===== config.mk =====
export PLATFORM = sky130hd
export DESIGN_NAME = switch_unpack_flat
export DESIGN_NICKNAME = d
export VERILOG_FILES = /design/src/rtl/switch_unpack_if.sv /design/src/rtl/switch_unpack.sv /design/src/flat_wrapper.sv
export SDC_FILE = /design/constraint.sdc
export NUM_CORES = 1
export LEC_CHECK = 0
export ABC_AREA = 1
export BUFFER_PORTS_ARGS = -buffer_cell sky130_fd_sc_hd__buf_2
export CAP_MARGIN = 20
export CORE_ASPECT_RATIO = 1.25
export CORE_MARGIN = 3
export CORE_UTILIZATION = 30
export DETAILED_ROUTE_END_ITERATION = 10
export REMOVE_ABC_BUFFERS = 1
export SLEW_MARGIN = 20
export SYNTH_ARGS = -nofsm -noshare
export SYNTH_HDL_FRONTEND = slang
export SYNTH_SLANG_ARGS = --single-unit

===== constraint.sdc =====
create_clock -name clk -period 4.6 [get_ports clk]
set_input_delay 0.92 -clock clk [delete_from_list [all_inputs] [get_ports clk]]
set_output_delay 0.92 -clock clk [all_outputs]
set_load 0.02 [all_outputs]

===== src/rtl/switch_unpack_if.sv =====
// =============================================================================
// switch_unpack_if : packed-word input and decoded-operand output bundle
// Revision: 1.0
// =============================================================================
`default_nettype none

interface switch_unpack_if #(
  parameter int CNT_W = 8
);
  logic             in_valid;
  logic             in_ready;
  logic [15:0]      in_word;
  logic             in_mode;
  logic             out_valid;
  logic             out_ready;
  logic [7:0]       out_x;
  logic [7:0]       out_y;
  logic             out_err;
  logic [CNT_W-1:0] err_cnt;

  modport master (
    output in_valid, in_word, in_mode, out_ready,
    input  in_ready, out_valid, out_x, out_y, out_err, err_cnt
  );

  modport slave (
    input  in_valid, in_word, in_mode, out_ready,
    output in_ready, out_valid, out_x, out_y, out_err, err_cnt
  );
endinterface

`default_nettype wire


===== src/rtl/switch_unpack.sv =====
// =============================================================================
// switch_unpack : nibble-swap unpacker with mode/sign check and result FIFO
// Optional error counter: define SWITCH_UNPACK_ERRCNT_EN
// Revision: 1.0
// =============================================================================
`default_nettype none

module switch_unpack #(
  parameter int DEPTH = 2,
  parameter int CNT_W = 8
) (
  input  wire             clk,
  input  wire             rst_n,
  switch_unpack_if.slave  bus
);
  localparam int AW = $clog2(DEPTH);
  localparam logic [AW:0] c_full = (AW+1)'(DEPTH);

  logic [AW-1:0] r_wr_ptr;
  logic [AW-1:0] r_rd_ptr;
  logic [AW:0]   r_count;
  logic [16:0]   r_mem [DEPTH];

  logic          w_push;
  logic          w_pop;
  logic [7:0]    w_x;
  logic [7:0]    w_y;
  logic          w_err;
  logic [16:0]   w_head;

  // in_ready depends only on the occupancy, so a full FIFO refuses a push
  // even when the consumer pops in the same cycle.
  assign bus.in_ready  = (r_count != c_full);
  assign bus.out_valid = (r_count != '0);
  assign w_push        = bus.in_valid && bus.in_ready;
  assign w_pop         = bus.out_valid && bus.out_ready;

  always_comb begin
    w_x   = 8'h00;
    w_y   = 8'h00;
    w_err = 1'b0;
    if (bus.in_mode) begin
      w_x   = {bus.in_word[3:0],  bus.in_word[11:8]};
      w_y   = {bus.in_word[7:4],  bus.in_word[15:12]};
      w_err = (bus.in_word[3] != bus.in_word[7]);
    end else begin
      w_x   = {bus.in_word[15:12], bus.in_word[7:4]};
      w_y   = {bus.in_word[11:8],  bus.in_word[3:0]};
      w_err = (bus.in_word[15] == bus.in_word[11]);
    end
  end

  always_ff @(posedge clk) begin
    if (w_push) begin
      r_mem[r_wr_ptr] <= {w_err, w_x, w_y};
    end
  end

  always_ff @(posedge clk) begin
    if (!rst_n) begin
      r_wr_ptr <= '0;
      r_rd_ptr <= '0;
      r_count  <= '0;
    end else begin
      if (w_push) begin
        r_wr_ptr <= r_wr_ptr + AW'(1);
      end
      if (w_pop) begin
        r_rd_ptr <= r_rd_ptr + AW'(1);
      end
      if (w_push && !w_pop) begin
        r_count <= r_count + (AW+1)'(1);
      end else if (w_pop && !w_push) begin
        r_count <= r_count - (AW+1)'(1);
      end
    end
  end

  assign w_head      = bus.out_valid ? r_mem[r_rd_ptr] : 17'd0;
  assign bus.out_err = w_head[16];
  assign bus.out_x   = w_head[15:8];
  assign bus.out_y   = w_head[7:0];

`ifdef SWITCH_UNPACK_ERRCNT_EN
  logic [CNT_W-1:0] r_err_cnt;

  always_ff @(posedge clk) begin
    if (!rst_n) begin
      r_err_cnt <= '0;
    end else if (w_push && w_err && (r_err_cnt != {CNT_W{1'b1}})) begin
      r_err_cnt <= r_err_cnt + CNT_W'(1);
    end
  end

  assign bus.err_cnt = r_err_cnt;
`else
  assign bus.err_cnt = '0;
`endif

endmodule

`default_nettype wire


===== src/flat_wrapper.sv =====
// flat-port wrapper written by rule: the top's interface ports become plain ports
module switch_unpack_flat 
#(
  parameter int DEPTH = 2,
  parameter int CNT_W = 8
)
  (clk, rst_n, bus_in_valid, bus_in_word, bus_in_mode, bus_out_ready, bus_in_ready, bus_out_valid, bus_out_x, bus_out_y, bus_out_err, bus_err_cnt);
  switch_unpack_if #(.CNT_W(CNT_W)) bus_i ();
  input  wire clk;
  input  wire rst_n;
  input wire logic [$bits(bus_i.in_valid)-1:0] bus_in_valid;
  input wire logic [$bits(bus_i.in_word)-1:0] bus_in_word;
  input wire logic [$bits(bus_i.in_mode)-1:0] bus_in_mode;
  input wire logic [$bits(bus_i.out_ready)-1:0] bus_out_ready;
  output wire logic [$bits(bus_i.in_ready)-1:0] bus_in_ready;
  output wire logic [$bits(bus_i.out_valid)-1:0] bus_out_valid;
  output wire logic [$bits(bus_i.out_x)-1:0] bus_out_x;
  output wire logic [$bits(bus_i.out_y)-1:0] bus_out_y;
  output wire logic [$bits(bus_i.out_err)-1:0] bus_out_err;
  output wire logic [$bits(bus_i.err_cnt)-1:0] bus_err_cnt;
  assign bus_i.in_valid = bus_in_valid;
  assign bus_i.in_word = bus_in_word;
  assign bus_i.in_mode = bus_in_mode;
  assign bus_i.out_ready = bus_out_ready;
  assign bus_in_ready = bus_i.in_ready;
  assign bus_out_valid = bus_i.out_valid;
  assign bus_out_x = bus_i.out_x;
  assign bus_out_y = bus_i.out_y;
  assign bus_out_err = bus_i.out_err;
  assign bus_err_cnt = bus_i.err_cnt;
  switch_unpack #(.DEPTH(DEPTH), .CNT_W(CNT_W)) u_core (.clk(clk), .rst_n(rst_n), .bus(bus_i));
endmodule

==> results of run 1 <==
-- tightest hold or removal path: stages, from the launching register on --
cell and delay (ns):
dfxtp_1 0.33, nor2_1 0.06, nor2_1 0.09
-- cells in the mapped netlist, types with 2 or more instances --
| cell type | instances | area share |
|---|---|---|
| a21oi_1 | 18 | 0.050 |
| buf_2 | 2 | 0.0055 |
| o21ai_0 | 17 | 0.047 |
| inv_1 | 17 | 0.035 |
| xnor2_1 | 2 | 0.0097 |
| nand2_1 | 57 | 0.12 |
| edfxtp_1 | 34 | 0.56 |
| dfxtp_1 | 5 | 0.055 |
| nor2_1 | 8 | 0.017 |
| inv_2 | 2 | 0.0041 |
| o21ai_1 | 2 | 0.0055 |
| buf_4 | 10 | 0.041 |
| buf_6 | 2 | 0.012 |
-- per-layer routing --
metal | global-route usage | part of all wire
met1 | 0.1012 | 0.41
met2 | 0.1830 | 0.51
met3 | 0.03366 | 0.065
met4 | 0.04373 | 0.016
met5 | 0 | 0
-- area by class of cell --
cell class	count	area [sq um]	area share
flip-flops and latches	39	1121	0.5231
multi-input cells	119	535.5	0.2499
repair buffers	41	210.2	0.09807
clock buffers	6	82.58	0.03853
well taps	66	82.58	0.03853
inverters	20	76.32	0.03561
clock inverters	2	35.03	0.01635
-- sequential cells by signal, indices dropped and copies added (netlist names), named ones only --
register,flops
u_core.r_mem,34
u_core.r_rd_ptr,1
u_core.r_count,2
u_core.r_wr_ptr,1
-- power groups by stage --
| stage | registers (mW) | clock network (mW) | logic, mW |
|---|---|---|---|
| 6_report | 0.490 | 0.284 | 0.428 |
| 5_1_grt | 0.497 | 0.306 | 0.475 |
| 4_1_cts | 0.491 | 0.290 | 0.435 |
| 3_5_place_dp | 0.499 | 0 | 0.433 |
| 3_3_place_gp | 0.498 | 0 | 0.429 |
| 2_1_floorplan | 0.491 | 0 | 0.288 |
-- worst paths after layout --
| path | slack, ns | depth (start not counted) | startpoint | endpoint |
|---|---|---|---|---|
| max | 1.97 | 4 | flip-flop | bus_out_y[2] |
| min | 0.51 | 2 | u_core.r_rd_ptr | u_core.r_rd_ptr |
| max reg2reg | 3.01 | 9 | u_core.r_count[1] | u_core.r_count[1] |
| min reg2reg | 0.51 | 2 | u_core.r_rd_ptr | u_core.r_rd_ptr |
-- cells by family (layout without fill, tap and decap cells) --
family | after synthesis | after routing | share of synthesized area
other | 1 | 8 | 0.002067
AND/OR/NAND/NOR | 71 | 71 | 0.1600
XOR/XNOR | 2 | 2 | 0.009657
AO/OA/AOI/OAI | 37 | 37 | 0.1021
adder cells (fa/ha/maj) | 1 | 1 | 0.006895
flip-flops | 39 | 39 | 0.6179
buffers and inverters | 34 | 69 | 0.1014
-- per-stage QoR --
step | utilization | std cells
finish | 0.3684 | 293
global route | 0.3684 | 293
CTS | 0.3684 | 293
detailed placement | 0.3482 | 285
global placement | 0.3482 | 285
floorplan | - | 178
-- layout by cell type (no fill, tap or decap), drive strengths merged, types with 2 or more instances in the layout --
| master | synthesis | routed |
|---|---|---|
| o21ai | 19 | 19 |
| clkinv | 1 | 2 |
| edfxtp | 34 | 34 |
| conb | 1 | 8 |
| xnor2 | 2 | 2 |
| clkbuf | 0 | 6 |
| dfxtp | 5 | 5 |
| nand2 | 59 | 59 |
| a21oi | 18 | 18 |
| buf | 14 | 41 |
| inv | 19 | 19 |
| nor2 | 10 | 10 |
==> results.txt, run 1 <==
Status: finished, final reports clean
Clock buffer depth: 2
Flops & latches, synth: 39
H-tree levels: 2
Post-Synthesis Cells: 185
Fillers: 560
Drt first pass iters: 4
Clock share of power: 0.237
Dpl cell area: 2026 sq um
Ys async rst share: 0
Root Buffer: clkbuf_8
Critical Path End Type: output port
Slowest cell on the critical path: dfxtp_1
CP max FO: 18
Post-place setup slack: 2.237 ns
Core ar.: 5818 sq um
Number of synthesized flops with an enable pin: 34
LEAKAGE: 0.9368 nW
Final hold viol count: 0
Chip Height: 92.95 microns
PnR worst setup slack: 1.972 ns
Cell family with most CP delay: flip-flops
Cell Chain, Critical Path: inv_2 > nand2_1 > a21oi_1 > buf_2
Initial Utilization: 0.3118
Setup_tns: 0 ns
Routed Antenna Nets: 0
First-pass GRT wire length: 5244 microns
Avg Synthesized Cell Area: 9.807 sq um
Tightest Hold Check Type: reg -> reg
Wire per inst: 11.78 microns
Seq pwr share: 0.408
Largest net degree at the start of global routing: 20
WP data required: 3.68 ns
# rows: 31
Internal power: 0.7574 mW
Yosys warnings: 0
Total Die Area: 7022 sq um
Peak VDD IR: 160.5 uV
Distinct cells, synth: 22
PD cells: 561.0 nW/um^2
Clk slew on worst S/H paths: 0.07 ns
Buf+Inv Stages, Crit Path: 2
Number of global-route vias before repair: 1175
Switching part of the total: 0.3701
Cell area after layout: 2143 sq um
Ant. Diodes: 0
Most frequently used flop master after synthesis: edfxtp_1
Number of port buffers: 39
Drt total wl: 3453 microns
CTS tree: done
P_sw: 0.4451 mW
Worst skew pair latency: 0.28 ns
Resized cells post-CTS: 0
Layout area overhead: 18.14%
Final period util: 0.5714
GP Congestion: 0.7271
Slew @ Worst Pin: 0.6312 ns
Worst slew margin: 0.5786
Num CTS Buffers: 5
Via count: 1291
Die width: 75.56 microns
DR iter-0 viols: 45
Critical Path Start Type: flip-flop
Crit Path Category: reg -> out
Post-CTS setup buffer count: 0
Ports: 48
Clock sink total: 39
Comb power frac: 0.356
Final #Nets: 248
Number of remaining DRC errors: 0
Clock skew: 0.006733 ns
CTS Hold Buffers Added: 0
Overall Power: 1.202 mW
Worst hold margin: 0.5097 ns
Max-slew violations: 0
Setup violators final: 0
Worst path max stage delay: 0.73 ns
RSZ-0062 raised after global routing: no
Worst endpoint data arrival time: 1.71 ns
Drt via density: 4.406
Total Routing Usage GR: 0.1012
DP Wirelength: 2348 microns
Syn Std Cell Area: 1814 sq um
GR Overflow Total: 0
Post-route minimum period: 2.628 ns
Initial antenna violation count: 0
Max_cap viols: 0
Ratio of cells with drive above 1 in the final layout: 0.2467
Fmax achieved: 380.5 MHz
Post-synthesis sequential area ratio: 0.6179
No activity file was read; power rests on OpenSTA's default activity.
==> inputs of run 2 (changes only) <==
- ABC_AREA: 1 -> 0
- clock period: 4.6 -> 2.2 ns (I/O delays scaled with it)
==> run 2 against run 1 <==
Against the previous run: via count down 18%; critical path depth unchanged; clock power up 57%; non-clock buffer count up 1; setup slack worse by 1.7 ns; wire length down 9.7%; register-to-register slack worse by 2.4 ns; sequential share of layout area up 0.28 points; synthesized area down 0.48%; die area down 0.45%; flip-flop and latch count unchanged; clock skew down 0.0014 ns; critical path type unchanged.
==> results.txt, run 2 <==
Status: finished, final reports clean
Worst Hold End: u_core.r_count[0]
Post-Synthesis Cells: 127
Fmax achieved: 527.1 MHz
Largest register FFs: 34
CP max FO: 13
Number of remaining DRC errors: 0
Drt via density: 4.502
Cell accounting for the most synthesized area: edfxtp_1
LEAKAGE: 0.8297 nW
Post-route minimum period: 1.897 ns
Worst path max stage delay: 0.52 ns
Core ar.: 5630 sq um
Max-slew violations: 0
Cell Chain, Critical Path: buf_12 > mux2i_1 > nor2_1 > buf_2
CTS Hold Buffers Added: 0
Clock buffer depth: 2
Clock skew: 0.005306 ns
# rows: 30
Ant. Diodes: 0
Capture point of the worst reg-to-reg path: u_core.r_mem[0][15]
DR iter-0 viols: 35
Commonest non-fill, non-tap cell in the layout: buf_2
Layout area overhead: 18.09%
Register name with the most flops: u_core.r_mem
Post-CTS setup buffer count: 0
Commonest cells in the netlist: edfxtp_1 (34), nor2_1 (18), mux2i_1 (17)
Tightest Hold Check Type: in -> reg
Synth top area share: 0.5655
Worst Hold Launch: rst_n
Clk slew on worst S/H paths: 0.07 ns
Distinct cells, synth: 25
Post-synthesis sequential area ratio: 0.6209
Slowest cell on the critical path: dfxtp_1
Slew @ Worst Pin: 0.7019 ns
Post-place setup slack: 0.5363 ns
Worst skew pair latency: 0.28 ns
Largest registers: u_core.r_mem: 34 flops, u_core.r_count: 2 flops
Number of synthesized flops with an enable pin: 34
Chip Height: 92.74 microns
Total Routing Usage GR: 0.09526
GR Overflow Total: 0
First-pass GRT wire length: 4864 microns
Peak VDD IR: 418.2 uV
Worst slew margin: 0.5316
Die width: 75.39 microns
Main combinational cell family by area after synthesis: multiplexers
Max_cap viols: 0
Hold Path Stages: 2
Num CTS Buffers: 5
Clock sink total: 39
RSZ-0062 raised after global routing: no
Drt total wl: 3117 microns
Synth area leaders: edfxtp_1 (57%), mux2_2 (10%), mux2i_1 (9.4%)
Total Die Area: 6991 sq um
Count leader, synth: edfxtp_1
Critical Path End Type: output port
GP Congestion: 0.6770
Via count: 1058
Flops & latches, synth: 39
Adder-Cell Fraction of Synth Area: 0.006930
Wire per inst: 13.26 microns
Largest net degree at the start of global routing: 19
Post-placement cell count: 227
Post-Layout Cell Count: 235
PnR worst setup slack: 0.3029 ns
Yosys warnings: 0
Final period util: 0.8623
H-tree levels: 2
XOR/XNOR share of the synthesized area: 0.02426
Syn Std Cell Area: 1805 sq um
Number of global-route vias before repair: 1036
Crit Path Category: reg -> out
Synth Area in Compound Gates: 0.02218
Worst R2R Path Depth: 3
Ports: 48
Crit Reg-Reg Startpoint: u_core.r_count[0]
Commonest non-fill, non-tap cells in the layout: buf_2 (39), edfxtp_1 (34), nor2_1 (18)
Number of port buffers: 39
Ratio of cells with drive above 1 in the final layout: 0.3918
Ys async rst share: 0
Overall Power: 2.397 mW
Drt first pass iters: 4
WP data required: 1.76 ns
Most frequently used flop master after synthesis: edfxtp_1
Setup_tns: 0 ns
PD cells: 1124 nW/um^2
Avg Synthesized Cell Area: 14.22 sq um
Mux cell area share after synthesis: 0.1940
CTS tree: done
Simple-gate share of the synthesized area: 0.07346
Final hold viol count: 0
Final #Nets: 192
Initial Utilization: 0.3207
Resized cells post-CTS: 0
Critical Path Start Type: flip-flop
Initial antenna violation count: 0
Routed Antenna Nets: 0
FF-to-FF setup slack: 0.56 ns
Worst endpoint data arrival time: 1.46 ns
Root Buffer: clkbuf_8
Setup violators final: 0
-- run 2: logic make-up after synthesis --
group,count (synthesis)
multiplexers,33
adder cells (fa/ha/maj),1
AND/OR/NAND/NOR,27
XOR/XNOR,5
buffers and inverters,15
other,1
flip-flops,39
AO/OA/AOI/OAI,6
-- run 2: how the worst max path moves through the flow --
stage / slack [ns] / start / to / depth (start not counted)
2_1_floorplan: 0.50 / flip-flop / bus_out_err / 2
3_3_place_gp: 0.55 / u_core.r_count[0] / u_core.r_mem[0][6] / 3
3_5_place_dp: 0.54 / u_core.r_count[0] / u_core.r_mem[0][6] / 3
4_1_cts: 0.25 / flip-flop / bus_out_err / 4
5_1_grt: 0.17 / u_core.r_count[1] / bus_out_y[0] / 4
6_report: 0.30 / flip-flop / bus_out_err / 4
-- run 2: worst max-delay path: cells and delay by family, from the launching register on --
kind          cells  cell delay [ns]
mux               1             0.20
flops             1             0.52
buf+inv           2             0.38
simple gates      1             0.07
-- run 2: per-layer routing --
metal | vias up | GRT usage | routed length (microns)
met1 | 493 | 0.1066 | 1225
met2 | 40 | 0.1650 | 1611
met4 | 0 | 0.02624 | 34
met5 | - | 0 | 0
met3 | 5 | 0.03583 | 247
li1 | 520 | - | -
-- run 2: power by group --
group | internal [mW] | switching, mW | leakage [nW]
clock | 0.215 | 0.232 | 0.0392
sequential | 0.941 | 0.0667 | 0.359
combinational | 0.370 | 0.572 | 0.432
-- run 2: final cells by class --
class / instances / area (sq um)
Clock buffer: 5 / 68.82
Clock inverter: 3 / 15.01
Fill cell: 555 / 3498
Inverter: 2 / 7.507
Multi-Input combinational cell: 80 / 609.3
Sequential cell: 39 / 1121
Tap cell: 64 / 80.08
Timing Repair Buffer: 42 / 230.2
-- run 2: through the flow --
step / utilization / hold slack, ns / instance area [sq um]
floorplan: - / 0.5277 / 1738
global placement: 0.3638 / 0.5425 / 2048
detailed placement: 0.3638 / 0.5585 / 2048
CTS: 0.3787 / 0.4169 / 2132
global route: 0.3787 / 0.4289 / 2132
finish: 0.3787 / 0.4207 / 2132
==> inputs of run 3 (changes only) <==
==> constraint.sdc (replaced) <==
create_clock -name clk -period 2.2 [get_ports clk]
set_input_delay 0.33 -clock clk [delete_from_list [all_inputs] [get_ports clk]]
set_output_delay 0.33 -clock clk [all_outputs]
set_load 0.02 [all_outputs]
==> run 3 against run 2 <==
Against the previous run: register-to-register slack better by 0.04 ns; final area rose by 1.5%; final cell count is the same; largest cell class unchanged; largest power group unchanged.
==> results.txt, run 3 (same netlist as run 2, synthesis figures left out) <==
Number of global-route vias before repair: 1055
RSZ-0062 raised after global routing: no
Via count: 1044
Drt first pass iters: 4
Clock sink total: 39
Setup_tns: 0 ns
Total Die Area: 6991 sq um
Slew @ Worst Pin: 0.6734 ns
DP Wirelength: 2178 microns
Ports: 48
Commonest non-fill, non-tap cell in the layout: buf_2
# rows: 30
Dpl cell area: 2048 sq um
Layout area overhead: 19.82%
Root Buffer: clkbuf_8
Clock skew: 0.006231 ns
Final #Nets: 192
Chip Height: 92.74 microns
Final hold viol count: 0
CTS tree: done
Worst endpoint data arrival time: 1.48 ns
Number of remaining DRC errors: 0
Peak VDD IR: 597.7 uV
Initial Utilization: 0.3207
Post-route minimum period: 1.815 ns
Largest registers: u_core.r_mem: 34 flops, u_core.r_count: 2 flops
Wire per inst: 12.40 microns
Total Routing Usage GR: 0.08913
Worst path max stage delay: 0.37 ns
Commonest non-fill, non-tap cells in the layout: buf_2 (39), edfxtp_1 (34), nor2_1 (18)
Max-slew violations: 0
DR iter-0 viols: 34
Core ar.: 5630 sq um
GP Congestion: 0.6688
GR Overflow Total: 0
Critical Path End Type: output port
WP data required: 1.87 ns
Drt via density: 4.443
Ant. Diodes: 0
Die width: 75.39 microns
PD cells: 1172 nW/um^2
Fmax achieved: 551.1 MHz
Drt total wl: 2914 microns
Cell family with most CP delay: simple AND/OR/NAND/NOR gates
Routed Antenna Nets: 0
Worst skew pair latency: 0.29 ns
CTS Hold Buffers Added: 0
Largest register FFs: 34
First-pass GRT wire length: 4616 microns
Crit Path Category: reg -> out
CP max FO: 11
Slowest cell on the critical path: dfxtp_1
Max_cap viols: 0
Cell Chain, Critical Path: nor2_2 > buf_4 > nor2_1 > buf_2
Cell area after layout: 2163 sq um
Overall Power: 2.535 mW
Tightest Hold Check Type: in -> reg
Number of port buffers: 39
Largest net degree at the start of global routing: 19
Buf+Inv Stages, Crit Path: 2
H-tree levels: 2
Status: finished, final reports clean
Setup violators final: 0
Resized cells post-CTS: 0
Final period util: 0.8248
Post-CTS setup buffer count: 0
LEAKAGE: 0.8452 nW
Register name with the most flops: u_core.r_mem
Clock buffer depth: 2
Clk slew on worst S/H paths: 0.08 ns
Worst slew margin: 0.5506
Ratio of cells with drive above 1 in the final layout: 0.4035
Critical Path Start Type: flip-flop
Num CTS Buffers: 5
Initial antenna violation count: 0
run 3: changes by cell type in the layout (fill, tap and decap cells not counted), sizes merged:
cell / previous run / this run
clkinv: 2 / 0
bufinv: 0 / 1
inv: 2 / 3
run 3: layout make-up:
type | instances | area [sq um]
Fill cell | 549 | 3467
Sequential cell | 39 | 1121
Multi-Input combinational cell | 80 | 609.3
Timing Repair Buffer | 42 | 230.2
Tap cell | 64 | 80.08
Clock buffer | 5 | 68.82
Clock inverter | 3 | 46.29
Inverter | 2 | 7.507
run 3: report_power, final:
| part | leakage, nW | switching [mW] | total, mW | internal (mW) |
|---|---|---|---|---|
| clock | 0.0548 | 0.249 | 0.590 | 0.341 |
| sequential | 0.359 | 0.0639 | 1.00 | 0.940 |
| combinational | 0.432 | 0.570 | 0.941 | 0.371 |
| total | 0.845 | 0.883 | 2.54 | 1.65 |
run 3: metrics by stage:
step / instances / worst slack, ns / utilization / hold slack, ns
2_1_floorplan: 121 / 0.6064 / - / 0.4517
3_3_place_gp: 227 / 0.6484 / 0.3638 / 0.5554
3_5_place_dp: 227 / 0.5831 / 0.3638 / 0.5729
4_1_cts: 235 / 0.3508 / 0.3842 / 0.2990
5_1_grt: 235 / 0.2714 / 0.3842 / 0.3088
6_report: 235 / 0.3853 / 0.3842 / 0.3023
run 3: worst register-to-register path: stages (launching register included):
cell      delay, ns
dfxtp_1        0.44
nand2b_4       0.19
nand3b_1       0.09
inv_1          0.51
run 3: worst paths after layout:
check                                  startpoint                  end  slack, ns  cells past startpoint
worst min-delay path                        rst_n            flip-flop       0.30                      2
worst max-delay path            u_core.r_count[1]         bus_out_x[4]       0.39                      4
worst min register to register  u_core.r_count[1]    u_core.r_count[1]       0.58                      2
worst max register to register  u_core.r_count[0]  u_core.r_mem[0][14]       0.60                      3
run 3: per-layer routing:
layer | global-route usage | part of all wire | vias to the layer above | wire length, microns
met3 | 0.03474 | 0.067 | 4 | 196
met2 | 0.1607 | 0.52 | 36 | 1515
met5 | 0 | 0 | - | 0
met4 | 0.02624 | 0.0093 | 0 | 27
met1 | 0.09217 | 0.40 | 482 | 1175
li1 | - | - | 522 | -
